**config.mk**
```make
export PLATFORM = sky130hd
export DESIGN_NAME = booth_mul_arbiter
export DESIGN_NICKNAME = d
export VERILOG_FILES = /design/src/rtl/booth_arb_pkg.sv /design/src/rtl/booth_mul_arbiter_rr_pick.sv /design/src/rtl/booth_mul_arbiter.sv
export SDC_FILE = /design/constraint.sdc
export NUM_CORES = 1
export LEC_CHECK = 0
export CAP_MARGIN = 25
export CORE_ASPECT_RATIO = 0.5
export CORE_MARGIN = 2
export CORE_UTILIZATION = 36
export DETAILED_ROUTE_END_ITERATION = 10
export PLACE_DENSITY = 0.85
export REMOVE_ABC_BUFFERS = 1
export SLEW_MARGIN = 25
export SYNTH_ARGS = -nofsm -noshare
export SYNTH_HDL_FRONTEND = slang
export SYNTH_HIERARCHICAL = 1
export SYNTH_SLANG_ARGS = --single-unit
```
**constraint.sdc**
```tcl
create_clock -name clk -period 2.5 [get_ports clk]
set_input_delay 0.375 -clock clk [delete_from_list [all_inputs] [get_ports clk]]
set_output_delay 0.375 -clock clk [all_outputs]
set_load 0.05 [all_outputs]
```
**src/rtl/booth_arb_pkg.sv**
```systemverilog
// booth_arb_pkg: shared constants for the Booth multiplier arbiter.
// State encoding plus operand and product widths.
package booth_arb_pkg;

  localparam int OPW = 4;
  localparam int PW  = 8;

  typedef enum logic [1:0] {
    ST_IDLE = 2'd0,
    ST_RUN  = 2'd1,
    ST_DONE = 2'd2
  } state_t;

endpackage

```
**src/rtl/booth_mul_arbiter_rr_pick.sv**
```systemverilog
// rr_pick: combinational round-robin picker.
// Grants the first set request at or above ptr, wrapping.
module rr_pick
  import booth_arb_pkg::*;
#(
  parameter int NREQ = 4,
  parameter int IDW  = 2
) (
  input  logic [NREQ-1:0] req,
  input  logic [IDW-1:0]  ptr,
  output logic [NREQ-1:0] gnt_onehot,
  output logic [IDW-1:0]  gnt_idx,
  output logic            any
);

  // scan offsets from ptr upward; first hit wins
  always_comb begin
    gnt_onehot = '0;
    gnt_idx    = '0;
    any        = 1'b0;
    for (int i = 0; i < NREQ; i++) begin
      for (int j = 0; j < NREQ; j++) begin
        if (!any && req[j] &&
            ((int'(ptr) + i) % NREQ) == j) begin
          any           = 1'b1;
          gnt_onehot[j] = 1'b1;
          gnt_idx       = IDW'(j);
        end
      end
    end
  end

endmodule

```
**src/rtl/booth_mul_arbiter.sv**
```systemverilog
// booth_mul_arbiter: shares one Booth multiplier among NREQ requesters.
// Optional macro BOOTH_ARB_ZERO_BYPASS_EN skips the multiplier on zero operands.
module booth_mul_arbiter
  import booth_arb_pkg::*;
#(
  parameter int NREQ    = 4,
  parameter int IDW     = 2,
  parameter int MUL_LAT = 4
) (
  input  logic                clk,
  input  logic                reset,
  input  logic [NREQ-1:0]     req_valid,
  output logic [NREQ-1:0]     req_ready,
  input  logic [OPW*NREQ-1:0] req_a,
  input  logic [OPW*NREQ-1:0] req_b,
  output logic                rsp_valid,
  input  logic                rsp_ready,
  output logic [IDW-1:0]      rsp_id,
  output logic [PW-1:0]       rsp_result,
  output logic                mul_start,
  output logic [OPW-1:0]      mul_a,
  output logic [OPW-1:0]      mul_b,
  input  logic [PW-1:0]       mul_result,
  output logic                busy
);

  localparam int CW = (MUL_LAT > 1) ? $clog2(MUL_LAT) : 1;

  state_t         state_q, state_d;
  logic [IDW-1:0] ptr_q, ptr_d;
  logic [IDW-1:0] id_q, id_d;
  logic [CW-1:0]  cnt_q, cnt_d;
  logic [OPW-1:0] a_q, a_d;
  logic [OPW-1:0] b_q, b_d;
  logic [PW-1:0]  res_q, res_d;

  logic [NREQ-1:0] gnt;
  logic [IDW-1:0]  gidx;
  logic            any;
  logic [OPW-1:0]  sel_a, sel_b;

  rr_pick #(
    .NREQ(NREQ),
    .IDW (IDW)
  ) u_pick (
    .req       (req_valid),
    .ptr       (ptr_q),
    .gnt_onehot(gnt),
    .gnt_idx   (gidx),
    .any       (any)
  );

  // route the granted requester's operands
  always_comb begin
    sel_a = '0;
    sel_b = '0;
    for (int j = 0; j < NREQ; j++) begin
      if (gnt[j]) begin
        sel_a = req_a[j*OPW +: OPW];
        sel_b = req_b[j*OPW +: OPW];
      end
    end
  end

  // next state and datapath updates
  always_comb begin
    state_d = state_q;
    ptr_d   = ptr_q;
    id_d    = id_q;
    cnt_d   = cnt_q;
    a_d     = a_q;
    b_d     = b_q;
    res_d   = res_q;
    unique case (state_q)
      ST_IDLE: begin
        if (any) begin
          a_d     = sel_a;
          b_d     = sel_b;
          id_d    = gidx;
          ptr_d   = (gidx == IDW'(NREQ-1)) ? '0
                                           : gidx + 1'b1;
          cnt_d   = '0;
          state_d = ST_RUN;
`ifdef BOOTH_ARB_ZERO_BYPASS_EN
          if (sel_a == '0 || sel_b == '0) begin
            res_d   = '0;
            state_d = ST_DONE;
          end
`endif
        end
      end
      ST_RUN: begin
        cnt_d = cnt_q + 1'b1;
        if (cnt_q == CW'(MUL_LAT-1)) begin
          res_d   = mul_result;
          state_d = ST_DONE;
        end
      end
      ST_DONE: begin
        if (rsp_ready) state_d = ST_IDLE;
      end
      default: state_d = ST_IDLE;
    endcase
  end

  // state and datapath registers, sync reset
  always_ff @(posedge clk) begin
    if (reset) begin
      state_q <= ST_IDLE;
      ptr_q   <= '0;
      id_q    <= '0;
      cnt_q   <= '0;
      a_q     <= '0;
      b_q     <= '0;
      res_q   <= '0;
    end else begin
      state_q <= state_d;
      ptr_q   <= ptr_d;
      id_q    <= id_d;
      cnt_q   <= cnt_d;
      a_q     <= a_d;
      b_q     <= b_d;
      res_q   <= res_d;
    end
  end

  assign req_ready  = (state_q == ST_IDLE && !reset) ? gnt : '0;
  assign rsp_valid  = (state_q == ST_DONE);
  assign rsp_id     = id_q;
  assign rsp_result = res_q;
  assign mul_start  = (state_q == ST_RUN);
  assign mul_a      = a_q;
  assign mul_b      = b_q;
  assign busy       = (state_q != ST_IDLE);

endmodule

```
==> impl_metrics.tcl <==
set metrics [dict create \
    status "completed" \
    yosysSeqAreaShare_pct 35.7 \
    syn_inst 181 \
    drtIter0Drc 81 \
    globalplace.congestion 0.955 \
    rows 15 \
    portBuffers 71 \
    critPathRequiredTime_ps 2120 \
    internal-power_mw 0.822 \
    finalNetCount 298 \
    drive_gt1_share_pct 8.06 \
    ys_ff_latch 24 \
    wire_per_inst_um 14.4 \
    grt-ovfl-total 0 \
    crit_family "buffers and inverters" \
    fp.coreArea_um2 3510 \
    crit_buf_inv 2 \
    swShare_pct 31.4 \
    setup_viol 0 \
    worstPathCellList "clkdlybuf4s50_1 > and2b_4 > o22ai_1 > a31o_2 > and2_1 > buf_12" \
    syn_avg_cell_area_um2 7.44 \
    min_period_ps 2380 \
    ir_worst_vdd_mv 0.268 \
    cts_tree "yes" \
    clkPwrFrac_pct 28.4 \
    syn_area_um2 1350 \
    postCtsSetupBuffers 0 \
    cp_slowest_stage_delay_ps 540 \
    ant_nets 0 \
    worst_pin_slew_ps 517 \
    fin_skew_ps 1.64 \
    h-tree-depth 1 \
    critPathLaunchType "input port" \
    first_pass_iters 6 \
    hold_viol 0 \
    slew_headroom_pct 65.4 \
    clk_pin_slew_ps 80 \
    cp_max_fo 9 \
    drcViolationCount 0 \
    power_leakage_nw 0.837 \
    slew_viol_final 0 \
    dp_hpwl_um 3180 \
    cts_buffers 3 \
    setup_tns_ps 0 \
    die-area_um2 4270 \
    arrival_ps 2000 \
    hp-class "reg -> reg" \
    clkSinkCount 24 \
    fp.dieH_um 47.2 \
    max_cap_viol_count 0 \
    num_antenna_cells 0 \
    hold_buffers 0 \
    max_freq_ghz 0.421 \
    nFillCells 311 \
    pwr-share-comb_pct 35.7 \
    cts_buffer_depth 2 \
    die_w_um 90.5 \
    syn2layout_area_growth_pct 65.2 \
    initial_utilization_pct 38.4 \
    critPathCaptureType "output pin" \
    post_cts_resized 0 \
    net-switching-power_mw 0.376 \
    ys_types 28 \
    finalWirelength_um 4310 \
    power.density_nw_per_um2 538 \
    pin_count 72 \
    seq_power_share_pct 35.9 \
    root_buffer "clkbuf_8" \
    grt_usage_pct 20.0 \
    grt_start_max_net_pins 25 \
    via_count 1575 \
    crit_path_top_delay_cell "clkdlybuf4s50_1" \
    grt_pass1_wl_um 6710 \
    antenna_found_initial 0 \
    clk_latency_ps 270 \
    dpl_worst_slack_ps 90.7 \
    grt_pass1_vias 1479 \
    worstSetupPathType "in -> out" \
    rsz0062_at_grt "no" \
    fin_ws_ps 122 \
    power_mw 1.20 \
    finalCritPeriodShare_pct 95.1 \
    yosys_warnings 6 \
    vias_per_cell 5.27 \
]
power by group through the flow:
stage | Clock [mW] | Combinational, mW | Sequential [mW]
3_5_place_dp | 0 | 0.420 | 0.438
6_report | 0.340 | 0.428 | 0.430
5_1_grt | 0.364 | 0.456 | 0.433
3_3_place_gp | 0 | 0.409 | 0.437
2_1_floorplan | 0 | 0.171 | 0.498
4_1_cts | 0.346 | 0.425 | 0.429
worst reg2reg max path, stage by stage (launching register included):
cell      delay, ps
dfxtp_1         500
inv_1           140
o221a_2         420
nand3b_1        230
a221o_1         330
a211oi_1        200
final timing paths:
path                                     from       endpoint  slack, ps  cells after the start
worst max-delay path             req_valid[2]   req_ready[0]        120                      6
worst min-delay path            rsp_result[7]  rsp_result[7]        450                      2
worst max register to register       ptr_q[1]       mul_b[2]        610                      5
worst min register to register  rsp_result[7]  rsp_result[7]        450                      2
state kept, by name, summed over array words and instances (netlist names):
| register | flops |
|---|---|
| rsp_result | 8 |
| mul_a | 4 |
| mul_b | 4 |
| cnt_q | 2 |
| ptr_q | 2 |
| rsp_id | 2 |
| state_q | 2 |
layout by cell type, fill, tap and decap left out, drive strengths merged:
cell type       n
nand3          10
nand2b          5
a31o            1
o221a           1
a311oi          1
a2111oi         1
clkdlybuf4s50  67
a211oi         10
or3             1
and2b           1
or2             1
and2            4
nor2b           1
o22ai           1
buf            11
dfxtp          24
nand3b          9
inv            12
bufinv          1
or3b            1
a221o           8
a21oi          36
nand2          20
nor3b           1
o21ai           1
nor2           14
clkbuf          3
ha              2
final cells by class:
type / instances / area, um^2 / share of cell area [%]
Clock buffer: 3 / 41.3 / 1.86
Clock inverter: 1 / 30.0 / 1.35
Inverter: 12 / 45.0 / 2.02
Multi-Input combinational cell: 130 / 761 / 34.2
Sequential cell: 24 / 480 / 21.6
Tap cell: 51 / 63.8 / 2.87
Timing Repair Buffer: 78 / 803 / 36.1
cell usage after synthesis:
master / count / share of area [%]
o221a_1: 1 / 0.84
dfxtp_1: 24 / 36
a311oi_1: 1 / 0.65
or3b_1: 1 / 0.65
nor2b_1: 1 / 0.46
a211oi_1: 10 / 5.6
or2_2: 1 / 0.46
ha_1: 2 / 1.9
nand2b_1: 5 / 2.3
o22ai_1: 1 / 0.46
clkbuf_2: 1 / 0.37
a21oi_1: 36 / 13
nor3b_1: 1 / 0.56
nand3b_1: 9 / 5.0
buf_1: 1 / 0.28
inv_1: 12 / 3.3
nand3_1: 10 / 3.7
clkbuf_1: 7 / 2.0
a221o_1: 8 / 5.9
a31o_1: 1 / 0.65
and2_1: 4 / 1.9
nand2_1: 20 / 5.6
or3_1: 1 / 0.46
and2b_4: 1 / 0.74
nor2_1: 14 / 3.9
buf_2: 6 / 2.2
o21ai_1: 1 / 0.37
a2111oi_0: 1 / 0.65
cells by family (layout without fill, tap and decap cells):
kind of cell    Yosys count  count (layout)  share of synthesized area [%]
buf+inv                  27              94                           8.18
simple gates             68              68                           25.7
fa+ha+maj                 2               2                           1.86
compound gates           60              60                           28.5
flops                    24              24                           35.7
metrics by stage:
step | cell area [um^2] | util [%] | hold slack (ps) | cells
floorplan | 1280 | - | 444 | 166
global placement | 2150 | 61.4 | 444 | 295
detailed placement | 2150 | 61.4 | 446 | 295
CTS | 2220 | 63.4 | 459 | 299
global route | 2220 | 63.4 | 491 | 299
finish | 2220 | 63.4 | 455 | 299
routing by layer:
metal	GRT usage (%)	up-vias	routed length, um
met2	40.7	56	2320
met1	22.0	743	1720
li1	-	772	-
met4	4.31	0	46
met3	5.46	4	229
met5	0	-	0
No activity file was read; power rests on OpenSTA's default activity.
